<file path="config.mk">
export PLATFORM = sky130hd
export DESIGN_NAME = rat_ckpt
export DESIGN_NICKNAME = d
export VERILOG_FILES = /design/src/rtl/rv32i_types.sv /design/src/rtl/rat_ckpt_store.sv /design/src/rtl/rat_ckpt.sv
export SDC_FILE = /design/constraint.sdc
export NUM_CORES = 2
export LEC_CHECK = 0
export CAP_MARGIN = 10
export CORE_UTILIZATION = 50
export DETAILED_ROUTE_END_ITERATION = 6
export GPL_TIMING_DRIVEN = 1
export PLACE_DENSITY_LB_ADDON = 0.12
export SLEW_MARGIN = 30
export SYNTH_ARGS = -nofsm -noshare
export SYNTH_HDL_FRONTEND = slang
export SYNTH_SLANG_ARGS = --single-unit
export TNS_END_PERCENT = 10
</file>
<file path="constraint.sdc">
create_clock -name clk -period 19.6 [get_ports clk]
set_clock_uncertainty 0.15 [all_clocks]
set_input_delay 3.92 -clock clk [delete_from_list [all_inputs] [get_ports clk]]
set_output_delay 3.92 -clock clk [all_outputs]
set_load 0.005 [all_outputs]
</file>
<file path="src/rtl/rv32i_types.sv">
// Shared core types: physical register file size, rename/writeback widths,
// checkpoint ring depth and the derived register/checkpoint/map types.
package rv32i_types;

    localparam int NUM_REGS     = 64;
    localparam int RENAME_WIDTH = 2;
    localparam int NUM_WB       = 3;
    localparam int NUM_CKPT     = 4;

    localparam int P = $clog2(NUM_REGS);
    localparam int C = $clog2(NUM_CKPT);

    typedef logic [P-1:0]  preg_t;
    typedef logic [C-1:0]  ckpt_id_t;
    typedef preg_t [31:0]  map_t;

endpackage

</file>
<file path="src/rtl/rat_ckpt_store.sv">
// Snapshot storage for the branch checkpoint ring: one full arch->phys map
// per entry, written at the ring tail and read asynchronously on restore.
module rat_ckpt_store
    import rv32i_types::*;
#(
    parameter int NUM_CKPT = rv32i_types::NUM_CKPT,
    parameter int PW       = rv32i_types::P,
    localparam int C       = $clog2(NUM_CKPT)
) (
    input  logic                  clk,
    input  logic                  we,
    input  logic [C-1:0]          waddr,
    input  logic [31:0][PW-1:0]   wdata,
    input  logic [C-1:0]          raddr,
    output logic [31:0][PW-1:0]   rdata
);

    logic [31:0][PW-1:0] mem [NUM_CKPT];

    // Capture the post-rename-group mapping into the tail entry.
    always_ff @(posedge clk) begin
        if (we) begin
            mem[waddr] <= wdata;
        end
    end

    assign rdata = mem[raddr];

endmodule

</file>
<file path="src/rtl/rat_ckpt.sv">
// Register alias table with same-group bypass, per-preg ready tracking and a
// ring of branch checkpoints allowing single-cycle mispredict recovery.
module rat_ckpt
    import rv32i_types::*;
#(
    parameter int NUM_REGS     = rv32i_types::NUM_REGS,
    parameter int RENAME_WIDTH = rv32i_types::RENAME_WIDTH,
    parameter int NUM_WB       = rv32i_types::NUM_WB,
    parameter int NUM_CKPT     = rv32i_types::NUM_CKPT,
    localparam int P           = $clog2(NUM_REGS),
    localparam int C           = $clog2(NUM_CKPT)
) (
    input  logic                               clk,
    input  logic                               rst,
    input  logic [RENAME_WIDTH-1:0]            ren_valid,
    input  logic [RENAME_WIDTH-1:0][4:0]       ren_rs1,
    input  logic [RENAME_WIDTH-1:0][4:0]       ren_rs2,
    input  logic [RENAME_WIDTH-1:0][4:0]       ren_rd,
    input  logic [RENAME_WIDTH-1:0][P-1:0]     ren_pd,
    output logic [RENAME_WIDTH-1:0][P-1:0]     ren_ps1,
    output logic [RENAME_WIDTH-1:0][P-1:0]     ren_ps2,
    output logic [RENAME_WIDTH-1:0]            ren_rdy1,
    output logic [RENAME_WIDTH-1:0]            ren_rdy2,
    input  logic [NUM_WB-1:0]                  wb_valid,
    input  logic [NUM_WB-1:0][4:0]             wb_rd,
    input  logic [NUM_WB-1:0][P-1:0]           wb_pd,
    input  logic                               ckpt_req,
    output logic [C-1:0]                       ckpt_id,
    output logic                               ckpt_full,
    output logic                               ckpt_empty,
    input  logic                               ckpt_free,
    input  logic                               restore_valid,
    input  logic [C-1:0]                       restore_id,
    input  logic                               flush,
    input  logic [31:0][P-1:0]                 rrf_map,
    input  logic                               swap
);

    logic [31:0][P-1:0]  map_q;
    logic [NUM_REGS-1:0] ready_q;
    logic [C-1:0]        head_q;
    logic [C-1:0]        tail_q;
    logic [C:0]          count_q;

    logic [31:0][P-1:0]  map_grp;
    logic [31:0][P-1:0]  map_id;
    logic [31:0][P-1:0]  snap_rd;
    logic [NUM_REGS-1:0] ready_ren;
    logic [NUM_REGS-1:0] ready_wb;
    logic                free_ok;
    logic                req_ok;
    logic                snap_we;
    logic [C-1:0]        head_adv;

    // Same-cycle writeback to a physical register (x0 writebacks never count).
    function automatic logic wb_hit(input logic [P-1:0]            p,
                                    input logic [NUM_WB-1:0]       v,
                                    input logic [NUM_WB-1:0][4:0]  rd,
                                    input logic [NUM_WB-1:0][P-1:0] pd);
        logic hit;
        hit = 1'b0;
        for (int k = 0; k < NUM_WB; k++) begin
            if (v[k] && (rd[k] != 5'd0) && (pd[k] == p)) begin
                hit = 1'b1;
            end
        end
        return hit;
    endfunction

    assign ckpt_full  = (count_q == (C+1)'(NUM_CKPT));
    assign ckpt_empty = (count_q == '0);
    assign ckpt_id    = tail_q;
    assign free_ok    = ckpt_free && !ckpt_empty;
    assign req_ok     = ckpt_req && !ckpt_full;
    assign head_adv   = head_q + C'(free_ok);
    assign snap_we    = !(rst || swap) && !flush && !restore_valid && req_ok;

    // Source lookup: table read, overridden by the youngest earlier slot that
    // writes the same arch register; x0 is hardwired to p0 and always ready.
    always_comb begin
        ren_ps1  = '0;
        ren_ps2  = '0;
        ren_rdy1 = '0;
        ren_rdy2 = '0;
        for (int i = 0; i < RENAME_WIDTH; i++) begin
            ren_ps1[i]  = map_q[ren_rs1[i]];
            ren_ps2[i]  = map_q[ren_rs2[i]];
            ren_rdy1[i] = ready_q[ren_ps1[i]] | wb_hit(ren_ps1[i], wb_valid, wb_rd, wb_pd);
            ren_rdy2[i] = ready_q[ren_ps2[i]] | wb_hit(ren_ps2[i], wb_valid, wb_rd, wb_pd);
            for (int j = 0; j < RENAME_WIDTH; j++) begin
                if (j < i && ren_valid[j] && ren_rd[j] == ren_rs1[i]) begin
                    ren_ps1[i]  = ren_pd[j];
                    ren_rdy1[i] = 1'b0;
                end
                if (j < i && ren_valid[j] && ren_rd[j] == ren_rs2[i]) begin
                    ren_ps2[i]  = ren_pd[j];
                    ren_rdy2[i] = 1'b0;
                end
            end
            if (ren_rs1[i] == 5'd0) begin
                ren_ps1[i]  = '0;
                ren_rdy1[i] = 1'b1;
            end
            if (ren_rs2[i] == 5'd0) begin
                ren_ps2[i]  = '0;
                ren_rdy2[i] = 1'b1;
            end
        end
    end

    // Post-group mapping and ready vector; later slots win, writeback set
    // is applied after the rename clear so it wins on a collision.
    always_comb begin
        map_grp   = map_q;
        ready_ren = ready_q;
        ready_wb  = ready_q;
        for (int r = 0; r < 32; r++) begin
            map_id[r] = r[P-1:0];
        end
        for (int i = 0; i < RENAME_WIDTH; i++) begin
            if (ren_valid[i] && ren_rd[i] != 5'd0) begin
                map_grp[ren_rd[i]]   = ren_pd[i];
                ready_ren[ren_pd[i]] = 1'b0;
            end
        end
        for (int k = 0; k < NUM_WB; k++) begin
            if (wb_valid[k] && wb_rd[k] != 5'd0) begin
                ready_ren[wb_pd[k]] = 1'b1;
                ready_wb[wb_pd[k]]  = 1'b1;
            end
        end
    end

    // Mapping and ready state: reset/swap > flush > restore > rename.
    always_ff @(posedge clk) begin
        if (rst || swap) begin
            map_q   <= map_id;
            ready_q <= '1;
        end else if (flush) begin
            map_q   <= rrf_map;
            ready_q <= '1;
        end else if (restore_valid) begin
            map_q   <= snap_rd;
            ready_q <= ready_wb;
        end else begin
            map_q   <= map_grp;
            ready_q <= ready_ren;
        end
    end

    // Checkpoint ring pointers; a restore discards the restored entry and
    // everything younger, so the live count is the distance head..restore_id.
    always_ff @(posedge clk) begin
        if (rst || swap || flush) begin
            head_q  <= '0;
            tail_q  <= '0;
            count_q <= '0;
        end else if (restore_valid) begin
            head_q  <= head_adv;
            tail_q  <= restore_id + C'(1);
            count_q <= {1'b0, C'(restore_id - head_adv)};
        end else begin
            head_q  <= head_adv;
            tail_q  <= tail_q + C'(req_ok);
            count_q <= count_q + (C+1)'(req_ok) - (C+1)'(free_ok);
        end
    end

    rat_ckpt_store #(
        .NUM_CKPT (NUM_CKPT),
        .PW       (P)
    ) u_store (
        .clk   (clk),
        .we    (snap_we),
        .waddr (tail_q),
        .wdata (map_grp),
        .raddr (restore_id),
        .rdata (snap_rd)
    );

endmodule

</file>
==> results.yml <==
hold_path:
  hold_class: "reg2reg"
timing:
  fin_crit_ns: 12.66
  layout_setup_ws_ns: 6.938
  worst_pin_slew_ns: 1.087
  finalHoldViolCount: 0
  final_min_period_over_clock_period: 0.6460
  setup_tns_ns: 0
  setup_violations: 0
  grt_setup_unrepaired: "no"
  max_slew_margin: 0.2754
  fmax_ghz: 0.07897
  maxSlewViolCount: 0
power:
  p_per_area_mw_per_mm2: 81.72
  leakage_nw: 21.01
  p_total_mw: 5.173
  ir_drop_mv: 0.07918
worst_setup_path:
  crit_arrival_ns: 8.59
  end_kind: "output port"
  worst-setup-path-type: "in2out"
  cp_num_buf_inv: 4
  crit_slowest_cell: "mux4_1"
  crit_family: "multiplexers"
  cp_max_fo: 42
  start_kind: "input port"
  required_ns: 15.53
  path_cells: "buf_2 > buf_4 > mux4_1 > mux4_2 > mux2i_4 > buf_4 > mux2_2 > or3_1 > a32oi_1 > a21oi_1 > o22ai_1 > a21oi_1 > or2_1 > clkdlybuf4s50_1"
  slowest_delay_ns: 0.65
clocking:
  ctsResizeCount: 0
  htreeDepth: 3
  clockBufferDepth: 3
  cts_hold_buf: 0
  cts_made_buffers: 107
  clock-sinks: 1031
  root_buffer: "clkbuf_16"
  cts_setup_buffers: 0
  clock_latency_ns: 0.73
  clkSlewWorstSetupHoldPaths_ns: 0.06
  cts_tree: "built"
global_route:
  grt_pass1_wl_um: 291300
  busiest_layer: "met2"
  grt_remaining_overflow: 0
  met2_usage: 0.5494
  use_met3: 0.09367
  antenna_found_initial: 13
  grt_pass1_vias: 39100
  grtUsageTotal: 0.3628
  gr-usage-met1: 0.4836
  grt_max_degree: 124
floorplanning:
  ioPinCount: 313
  start_util: 0.5075
  rows: 121
  die_x_um: 335.3
  die_h_um: 335.3
  core_area_sq_mm: 0.1095
  die_area_sq_mm: 0.1124
status:
  status: "finished, violations left"
  violations: "DRC"
drt:
  drcViolationCount: 4
  ant_nets: 0
  via_per_inst: 6.776
  drt_pass1_iterations: 7
  detail_route.wl_per_cell_um: 33.69
  first_iter_violations: 5751
  vias: 41420
  drt-total-wl_um: 205900
finish:
  nets: 4826
  drive_gt1_frac: 0.1599
  fill_cells: 8862
  final_util: 0.5783
  syn_to_final_growth_pct: 13.96
logic_synthesis:
  synth_edf_count: 768
  ys_types: 74
  synth.avg_cell_area_sq_um: 12.60
  yosys_warnings: 0
  synth_commonest_cells: "edfxtp_1 (768), nor2_1 (543), mux2i_1 (455)"
  yosysMostFrequentCell: "edfxtp_1"
  yosysSeqAreaShare: 0.5100
  ys_seq_elements: 1031
  synth_top_area_frac: 0.4152
  synthArstFlopShare: 0
  syn_nets: 4696
  synth_ff_type: "edfxtp_1"
  synthCells: 4409
  synth_top_area_cell: "edfxtp_1"
  synth_area_sq_mm: 0.05555
  ys_top_cells_by_area: "edfxtp_1 (42%), mux4_2 (16%), dfxtp_1 (9.5%)"
placement:
  place.gp.congestion: 1.023
  hpwl_um: 138300
  io_buffers: 312
  post-place-ws_ns: 6.994
flow_run:
  drv_cap: 0
power by group:
part	switching (mW)	internal, mW
Combinational	0.399	0.286
Sequential	0.0465	2.36
Clock	0.882	1.20
Total	1.33	3.85
area by class of cell:
type,count,area [sq um],area share
Antenna cell,2,5.005,0.00007906
Clock buffer,139,2949,0.04659
Clock inverter,65,640.6,0.01012
Inverter,20,75.07,0.001186
Multi-Input combinational cell,2981,25720,0.4062
Sequential cell,1031,28330,0.4475
Tap cell,1476,1847,0.02917
Timing Repair Buffer,398,3742,0.05912
tightest hold or removal path, stage by stage (launching register included):
cell	delay, ns
dfxtp_1	0.33
xnor2_1	0.09
nor2_1	0.08
cell families (layout without fill, tap and decap cells):
logic type | Yosys count | in the layout | synth area share
compound gates | 838 | 838 | 0.09175
simple gates | 1144 | 1144 | 0.09553
buf+inv | 397 | 622 | 0.02971
flops | 1031 | 1031 | 0.5100
other cells | 0 | 2 | 0
xor+xnor | 88 | 88 | 0.01388
fa+ha+maj | 6 | 6 | 0.001487
mux | 905 | 905 | 0.2577
worst paths after layout:
path / start / cells past startpoint / endpoint / slack [ns]
max: ren_rs2[6] / 14 / ren_rdy2[1] / 6.94
min: head_q[1]$_SDFF_PP0_ / 2 / head_q[1]$_SDFF_PP0_ / 0.38
max reg2reg: count_q[2]$_SDFF_PP0_ / 6 / u_store.mem[3][74]$_DFFE_PP_ / 15.48
min reg2reg: head_q[1]$_SDFF_PP0_ / 2 / head_q[1]$_SDFF_PP0_ / 0.38
metrics by stage:
| stage | area (sq um) | std cells | hold WS (ns) |
|---|---|---|---|
| 2_1_floorplan | 55550 | 4409 | 0.3180 |
| 3_3_place_gp | 59610 | 5904 | 0.3724 |
| 3_5_place_dp | 59650 | 5904 | 0.3730 |
| 4_1_cts | 63240 | 6108 | 0.3875 |
| 5_1_grt | 63300 | 6111 | 0.4032 |
| 6_report | 63300 | 6112 | 0.3782 |
per-layer routing:
metal	vias up	wire [um]
li1	17330	-
met1	20660	77260
met2	2815	92480
met3	590	23420
met4	20	12610
met5	-	137
cell usage in the layout (no fill, tap or decap), types with 21 or more instances in the layout:
cell type	instances
nand2_1	186
mux2i_1	454
o22a_1	41
nand2b_1	21
clkdlybuf4s50_1	287
mux2_2	24
xor2_1	42
nand3_1	54
nand4_1	23
a211oi_1	71
o211ai_1	22
nor2_1	537
clkinv_1	21
buf_4	84
mux4_2	391
nor3_1	27
a21oi_1	343
o2111ai_1	21
xnor2_1	46
clkbuf_16	108
a221oi_1	25
a22oi_1	41
dfxtp_1	263
o21ai_0	195
nor2b_1	166
edfxtp_1	768
sequential cells by signal (all words and copies together), names as in the netlist:
signal       count
head_q           2
u_store.mem    768
map_q          192
ckpt_id          2
count_q          3
ready_q         64
(Power assumes the default switching activity.)
